<file path="config.mk">
export PLATFORM = sky130hd
export DESIGN_NAME = midori64_key_scheduler
export DESIGN_NICKNAME = d
export VERILOG_FILES = /design/src/rtl/midori64_pkg.sv /design/src/rtl/midori64_key_scheduler_key_derivation.sv /design/src/rtl/midori64_key_scheduler.sv
export SDC_FILE = /design/constraint.sdc
export NUM_CORES = 1
export LEC_CHECK = 0
export BUFFER_PORTS_ARGS = -buffer_cell sky130_fd_sc_hd__buf_2
export CAP_MARGIN = 20
export CORE_MARGIN = 1
export CORE_UTILIZATION = 34
export CTS_BUF_LIST = sky130_fd_sc_hd__clkbuf_8
export CTS_CLUSTER_SIZE = 10
export DETAILED_ROUTE_END_ITERATION = 6
export PLACE_DENSITY = 0.6
export SLEW_MARGIN = 30
export SYNTH_ARGS = -nofsm -noshare
export SYNTH_HDL_FRONTEND = slang
export SYNTH_HIERARCHICAL = 1
export SYNTH_SLANG_ARGS = --single-unit
export TNS_END_PERCENT = 5
</file>
<file path="constraint.sdc">
create_clock -name clk -period 4.1 [get_ports clk]
set_input_delay 0.41 -clock clk [delete_from_list [all_inputs] [get_ports clk]]
set_output_delay 0.41 -clock clk [all_outputs]
set_load 0.05 [all_outputs]
</file>
<file path="src/rtl/midori64_pkg.sv">
// Shared Midori64 key-schedule constants, FSM state type and beta expansion helper.
package midori64_pkg;

  localparam int NUM_RK = 15;

  // Midori64 round constants: 4x4 bit matrices, row-major, MSB first.
  localparam logic [15:0] MIDORI_ALPHA [0:14] = '{
    16'h15B3, 16'h78C0, 16'hA435, 16'h6213, 16'h104F,
    16'hD170, 16'h0266, 16'h0BCC, 16'h9481, 16'h40B8,
    16'h7197, 16'h228E, 16'h5130, 16'hF8CA, 16'hDF90
  };

  typedef enum logic [1:0] {
    S_IDLE,
    S_WK_IN,
    S_ROUND,
    S_WK_OUT
  } state_t;

  function automatic logic [63:0] beta_expand(input logic [15:0] a);
    logic [63:0] b;
    b = '0;
    for (int unsigned j = 0; j < 16; j++) begin
      b[4*j] = a[j];
    end
    return b;
  endfunction

endpackage

</file>
<file path="src/rtl/midori64_key_scheduler_key_derivation.sv">
// Splits the 128-bit master key into K0/K1 and derives the whitening key WK = K0 ^ K1.
module key_derivation (
  input  logic [127:0] master_key,
  output logic [63:0]  wk,
  output logic [63:0]  mk0,
  output logic [63:0]  mk1
);

  assign mk0 = master_key[127:64];
  assign mk1 = master_key[63:0];
  assign wk  = mk0 ^ mk1;

endmodule

</file>
<file path="src/rtl/midori64_key_scheduler.sv">
// Midori64 key sequencer: WK, RK_0..RK_14, WK per block over a valid/ready stream.
// Build option: define KEY_ZEROIZE_EN to wipe the key register and key_out after the last beat.
module midori64_key_scheduler
  import midori64_pkg::*;
#(
  parameter int NUM_RK = midori64_pkg::NUM_RK,
  parameter int IDX_W  = 5
) (
  input  logic             clk,
  input  logic             rst_n,
  input  logic             start,
  input  logic [127:0]     master_key,
  output logic [63:0]      key_out,
  output logic             key_valid,
  input  logic             key_ready,
  output logic             key_is_wk,
  output logic [IDX_W-1:0] beat_idx,
  output logic             key_last,
  output logic             busy
);

  generate
    if (NUM_RK != 15) begin : g_bad_num_rk
      $error("midori64_key_scheduler: NUM_RK must be 15");
    end
    if (IDX_W < 5) begin : g_bad_idx_w
      $error("midori64_key_scheduler: IDX_W must cover 0..16");
    end
  endgenerate

  localparam logic [3:0] LAST_RC = 4'(NUM_RK - 1);

  state_t        state;
  logic [127:0]  key_reg;
  logic [3:0]    rc;
  logic [127:0]  key_src;
  logic [63:0]   wk;
  logic [63:0]   mk0;
  logic [63:0]   mk1;
  logic [3:0]    rc_next;
  logic [3:0]    alpha_idx;
  logic [63:0]   rk_next;
  logic          hs;

  // In IDLE the key register is about to be loaded, so derive WK straight from the input.
  assign key_src = (state == S_IDLE) ? master_key : key_reg;

  key_derivation u_key_derivation (
    .master_key (key_src),
    .wk         (wk),
    .mk0        (mk0),
    .mk1        (mk1)
  );

  assign hs = key_valid && key_ready;

  always_comb begin
    rc_next   = (state == S_WK_IN) ? 4'd0 : rc + 4'd1;
    alpha_idx = (rc_next > LAST_RC) ? LAST_RC : rc_next;
    rk_next   = (rc_next[0] ? mk1 : mk0) ^ beta_expand(MIDORI_ALPHA[alpha_idx]);
  end

  always_ff @(posedge clk or negedge rst_n) begin
    if (!rst_n) begin
      state     <= S_IDLE;
      key_reg   <= '0;
      rc        <= '0;
      key_out   <= '0;
      key_valid <= 1'b0;
      key_is_wk <= 1'b0;
      beat_idx  <= '0;
      key_last  <= 1'b0;
      busy      <= 1'b0;
    end else begin
      case (state)
        S_IDLE: begin
          if (start) begin
            key_reg   <= master_key;
            key_out   <= wk;
            key_valid <= 1'b1;
            key_is_wk <= 1'b1;
            key_last  <= 1'b0;
            busy      <= 1'b1;
            beat_idx  <= '0;
            rc        <= '0;
            state     <= S_WK_IN;
          end
        end
        S_WK_IN: begin
          if (hs) begin
            key_out   <= rk_next;
            key_is_wk <= 1'b0;
            rc        <= '0;
            beat_idx  <= beat_idx + 1'b1;
            state     <= S_ROUND;
          end
        end
        S_ROUND: begin
          if (hs) begin
            beat_idx <= beat_idx + 1'b1;
            if (rc == LAST_RC) begin
              key_out   <= wk;
              key_is_wk <= 1'b1;
              key_last  <= 1'b1;
              state     <= S_WK_OUT;
            end else begin
              rc      <= rc_next;
              key_out <= rk_next;
            end
          end
        end
        S_WK_OUT: begin
          if (hs) begin
            key_valid <= 1'b0;
            key_is_wk <= 1'b0;
            key_last  <= 1'b0;
            busy      <= 1'b0;
            state     <= S_IDLE;
`ifdef KEY_ZEROIZE_EN
            key_reg   <= '0;
            key_out   <= '0;
`else
            key_reg   <= key_reg;
`endif
          end
        end
        default: state <= S_IDLE;
      endcase
    end
  end

endmodule

</file>
==> results.cfg, run 1 <==
[run_status]
status = finished clean

[global_routing]
grt.total_usage = 0.175
grt_overflow = 0
grt_antenna_before_repair = 6
grt_pass1_wl_microns = 55400
grt_max_degree = 118
grt_pass1_vias = 9959

[sta]
relSlewSlack = 0.385
fmaxAchievable_mhz = 328
post-route-min-period_ns = 3.05
hold_viol = 0
maxSlewViolCount = 0
finalSetupViolations = 0
finalSetupTns_ns = 0
finalCritPeriodShare = 0.744
rsz0062_at_grt = false
worstMarginPinSlew_ns = 0.922
finalClockSkew_ns = 0.00873
hold_slack_ns = 0.0748

[cells_and_area]
fillers = 3864
final_common_cell = mux2_2
drive_above_1_share = 0.402
fin_nets = 1549
multi_input_area_sq_um = 6790
seq_area_sq_um = 5150
area_growth_pct = 10.6
largest_reg_flops = 128
most-common-layout-cells = mux2_2, dfrtp_1, buf_2, nand2_1, a21oi_1

[worst_hold_path]
hp-start = master_key[45]
hp-class = in -> reg
hold_path_end = key_reg[45]
hold_depth = 2

[critical_path]
startpoint_type = flop
cp.arrival_ns = 3.48
worstSetupPathType = reg -> reg
r2r_slack_ns = 1.05
reg2regPathDepth = 11
path_max_fanout = 36
reg2reg_from = rc[1]
r2r_end = key_out[16]
cp_data_required_time_ns = 4.53
end_kind = flop

[route]
topRoutingLayerUsed = met5
finalWirelength_microns = 35000
drt-initial-drc-count = 556
post_drt_wl_per_cell_microns = 17.8
met2WireLength_microns = 16300
wl_met3_microns = 2310
dr.pass1.iters = 4
avgViaCountPerCell = 5.00
vias = 9798
ant_nets = 0
drc = 0
wl_met1_microns = 15500

[clock_tree]
clock-sinks = 206
clkTransAtPathRegs_ns = 0.06
cts_setup_buffers = 0
cts_tree = built
cts-resized-gates = 0
numCtsBuffers = 40
cts.path.max_buffers = 3
clk_latency_ns = 0.57
cts_htree_levels = 2
clock-root-buffer = clkbuf_8
cts.hold.buffers_added = 1

[floorplanning]
die_area_sq_um = 40200
start_util = 0.346
num_rows = 72
pin_count = 205
coreArea_sq_um = 38700
die_h_microns = 200
die_width_microns = 200

[logic_synthesis]
ys_top_cells_by_area = dfrtp_1, mux2_2, buf_4, nand2_1, xor2_1
synth_edf_count = 0
synth_ff_type = dfrtp_1
async_flop_share = 1.00
ys_seq_area_frac = 0.385
yosysWarnings = 6
ys_types = 70
syn-num-nets = 1490
synth_top_area_share = 0.385
synth_area_sq_um = 13400
synth_cells = 1348
ys_ff_latch = 206
yosysTopAreaCell = dfrtp_1
avgSynthCellArea_sq_um = 9.94

[placement]
place_hpwl_microns = 22900
port_buffers = 204
gp_congestion = 0.893

[job]
cap_violations = 0

[power]
ir_worst_vdd_v = 0.000510
p_leak_uw = 0.00660
power.density_nw_per_um2 = 964
[synth_stat cells, types with 5 or more instances]
| cell | count |
|---|---|
| inv_1 | 11 |
| xor2_1 | 74 |
| a21oi_1 | 119 |
| nor3_1 | 5 |
| a22oi_1 | 13 |
| nor2_1 | 25 |
| o21ai_0 | 76 |
| o31ai_1 | 9 |
| buf_1 | 6 |
| dfrtp_1 | 206 |
| o21ai_1 | 14 |
| nand2b_1 | 8 |
| a31oi_1 | 5 |
| mux2i_1 | 16 |
| o22ai_1 | 6 |
| nand2_1 | 188 |
| buf_6 | 7 |
| buf_2 | 30 |
| clkbuf_1 | 38 |
| buf_4 | 134 |
| mux2_2 | 256 |
| nand3_1 | 14 |
| xnor2_1 | 12 |
| ha_1 | 10 |
[logic make-up (layout without fill, tap and decap cells)]
kind of cell / Yosys count / after routing / synth area share
and+or+nand+nor: 263 / 263 / 0.0832
buffers and inverters: 231 / 318 / 0.112
xor gates and xnor gates: 90 / 90 / 0.0636
DFF: 206 / 206 / 0.385
AOI/OAI and AO/OA: 275 / 275 / 0.119
other: 0 / 6 / 0
adders and majority gates: 10 / 10 / 0.00934
muxes: 273 / 273 / 0.228
[per-stage QoR]
step | instances | setup WS (ns) | power (uW) | utilization | area [sq um]
2_1_floorplan | 1348 | 1.38 | 11200 | - | 13400
3_3_place_gp | 1879 | 1.15 | 12000 | 0.360 | 13900
3_5_place_dp | 1879 | 1.04 | 12300 | 0.360 | 13900
4_1_cts | 1950 | 1.06 | 14400 | 0.380 | 14700
5_1_grt | 1955 | 0.814 | 15400 | 0.382 | 14800
6_report | 1959 | 1.05 | 14300 | 0.382 | 14800
[layer usage]
metal	global-route usage	vias to the layer above
li1	-	4677
met1	0.220	4823
met2	0.284	246
met3	0.0526	50
met4	0.0564	2
met5	0	-
[worst max path at each step]
| stage | end | startpoint | slack, ns | depth (start not counted) |
|---|---|---|---|---|
| final | key_out[16] | rc[1] | 1.05 | 11 |
| after global routing | key_out[16] | rc[1] | 0.81 | 11 |
| after CTS | key_out[40] | state[0] | 1.06 | 9 |
| after detailed placement | key_out[40] | state[0] | 1.04 | 9 |
| after global placement | key_out[16] | rc[0] | 1.15 | 11 |
| after floorplan | key_out[16] | rc[0] | 1.38 | 13 |
[critical path: stages, from the launching register on]
cell and delay (ns):
dfrtp_1 0.64, ha_1 0.27, buf_4 0.38, a22o_1 0.23, nand2_1 0.05, nand2_1 0.10
ha_1 0.28, nand2_1 0.11, a311o_1 0.36, a31oi_1 0.25, xnor2_1 0.15, o21ai_1 0.07
[report_power, final]
group | internal (uW) | total [uW] | switching (uW)
sequential | 3060 | 3550 | 488
clock | 1140 | 2070 | 935
combinational | 3470 | 8660 | 5190
[cell type report]
| type | instances | share of cell area |
|---|---|---|
| flip-flops and latches | 206 | 0.348 |
| well taps | 518 | 0.0437 |
| diodes | 6 | 0.00101 |
| clock inverters | 21 | 0.00802 |
| repair buffers | 236 | 0.0924 |
| inverters | 12 | 0.00338 |
| multi-input cells | 911 | 0.458 |
| clock buffers | 49 | 0.0455 |
No activity file was read; power rests on OpenSTA's default activity.
==> inputs of run 2 (changes only) <==
--- a/config.mk
+++ b/config.mk
@@ -12,7 +12,7 @@
 export CTS_BUF_LIST = sky130_fd_sc_hd__clkbuf_8
 export CTS_CLUSTER_SIZE = 10
 export DETAILED_ROUTE_END_ITERATION = 6
-export PLACE_DENSITY = 0.6
+export PLACE_DENSITY = 0.62
 export SLEW_MARGIN = 30
 export SYNTH_ARGS = -nofsm -noshare
 export SYNTH_HDL_FRONTEND = slang
==> constraint.sdc (replaced) <==
create_clock -name clk -period 2.6 [get_ports clk]
set_input_delay 0.26 -clock clk [delete_from_list [all_inputs] [get_ports clk]]
set_output_delay 0.26 -clock clk [all_outputs]
set_load 0.05 [all_outputs]
==> run 2 against run 1 <==
  * Routed wire length rose by 4.6%
  * Fmax increased by 26%
  * Critical path depth is 1 lower
  * First-iteration DRC count down 6.7%
  * Setup slack lost 0.88 ns
  * Largest power group unchanged
==> results.cfg, run 2 (synthesized netlist as in run 1, its figures left out) <==
[critical_path]
endpoint = key_out[16]
path_max_fanout = 9
reg2regPathDepth = 10
cp_data_required_time_ns = 3.05
worstSetupPathType = reg -> reg
startpoint = rc[0]
end_kind = flop
startpoint_type = flop
slowest_delay_ns = 0.43
cp.arrival_ns = 2.88
r2r_slack_ns = 0.17
reg2reg_from = rc[0]
slowest_stage = ha_2
r2r_end = key_out[16]
cp_cell_sequence = inv_1 -> ha_2 -> nor2_4 -> buf_4 -> ha_4 -> nand2_1 -> a311o_1 -> a31oi_1 -> xnor2_1 -> o21ai_1

[placement]
gp_congestion = 0.940
port_buffers = 204
place_hpwl_microns = 24100

[sta]
rsz0062_at_grt = false
hold_viol = 0
finalCritPeriodShare = 0.934
fmaxAchievable_mhz = 412
finalClockSkew_ns = 0.0143
post-route-min-period_ns = 2.43
maxSlewViolCount = 0
finalSetupViolations = 0
finalSetupTns_ns = 0
relSlewSlack = 0.584
worstMarginPinSlew_ns = 0.624

[clock_tree]
clock-sinks = 206
cts_htree_levels = 2
cts_setup_buffers = 0
clock-root-buffer = clkbuf_8
clk_latency_ns = 0.59
cts.path.max_buffers = 3
cts_tree = built
numCtsBuffers = 40
clkTransAtPathRegs_ns = 0.06

[global_routing]
grt_antenna_before_repair = 1
grt_overflow = 0
grt_max_degree = 92
grt_pass1_wl_microns = 58700
grt.total_usage = 0.183
grt_pass1_vias = 10900

[route]
vias = 10500
drc = 0
avgViaCountPerCell = 4.98
drt-initial-drc-count = 519
ant_nets = 0
dr.pass1.iters = 5
finalWirelength_microns = 36600
post_drt_wl_per_cell_microns = 17.3

[floorplanning]
die_width_microns = 200
num_rows = 72
pin_count = 205
die_h_microns = 200
coreArea_sq_um = 38700
die_area_sq_um = 40200
start_util = 0.346

[cells_and_area]
most-common-layout-cells = mux2_2, dfrtp_1, buf_2, nand2_1, dlygate4sd3_1
drive_above_1_share = 0.382
fillers = 3711
area_growth_pct = 22.1
fin_nets = 1706
largest_reg_flops = 128
final_common_cell = mux2_2

[power]
power.density_nw_per_um2 = 1420
p_leak_uw = 0.00728
ir_worst_vdd_v = 0.000771
total_power_uw = 23200

[worst_hold_path]
hp-class = in -> reg
hold_depth = 3
hp-start = start

[job]
cap_violations = 0

[run_status]
status = finished clean
-- run 2: through the flow --
stage / utilization / setup WS (ns) / hold slack, ns / cells / area, sq um
after CTS: 0.422 / 0.101 / 0.00559 / 2109 / 16300
after global routing: 0.422 / 0.0226 / 0.0367 / 2110 / 16400
after detailed placement: 0.368 / 0.131 / 0.263 / 1910 / 14200
final: 0.422 / 0.172 / 0.0805 / 2110 / 16400
after global placement: 0.368 / 0.157 / 0.259 / 1910 / 14200
after floorplan: - / 0.00181 / -0.0356 / 1348 / 13400
-- run 2: repair_timing --
action	in CTS	in global routing
endpoints found under the setup margin	0	8
hold buffers	130	0
hold endpoints to repair	191	0
gates resized for setup	0	4
-- run 2: worst max-delay path, delay by kind of cell, from the launching register on --
kind	cells	cell delay (ns)
xor gates and xnor gates	1	0.14
buffers and inverters	2	0.25
AOI/OAI and AO/OA	3	0.66
adders and majority gates	2	0.70
and+or+nand+nor	2	0.12
DFF	1	0.42
-- run 2: per-layer routing --
layer | part of all wire | routed length [microns] | up-vias | track usage
li1 | - | - | 4985 | -
met1 | 0.43 | 15700 | 5179 | 0.225
met2 | 0.48 | 17500 | 284 | 0.307
met3 | 0.065 | 2380 | 66 | 0.0497
met4 | 0.027 | 990 | 0 | 0.0616
met5 | 0 | 0 | - | 0
-- run 2: how the worst min path moves through the flow --
| stage | to | slack, ns |
|---|---|---|
| 2_1_floorplan | beat_idx[0] | -0.04 |
| 4_1_cts | busy | 0.006 |
| 6_report | busy | 0.08 |
| 5_1_grt | busy | 0.04 |
| 3_3_place_gp | key_reg[7] | 0.26 |
| 3_5_place_dp | key_reg[5] | 0.26 |
-- run 2: where the power goes --
part           total [uW]  internal [uW]  switching [uW]
combinational       14300           5880            8400
clock                3300           1860            1450
sequential           5590           4830             760
-- run 2: area by class of cell --
| class | count | area [sq um] | area share |
|---|---|---|---|
| inverters | 12 | 50.0 | 0.00306 |
| well taps | 518 | 648 | 0.0396 |
| diodes | 1 | 2.50 | 0.000153 |
| multi-input cells | 911 | 6810 | 0.416 |
| clock inverters | 21 | 139 | 0.00849 |
| clock buffers | 48 | 661 | 0.0404 |
| repair buffers | 393 | 2890 | 0.177 |
| flip-flops and latches | 206 | 5160 | 0.315 |
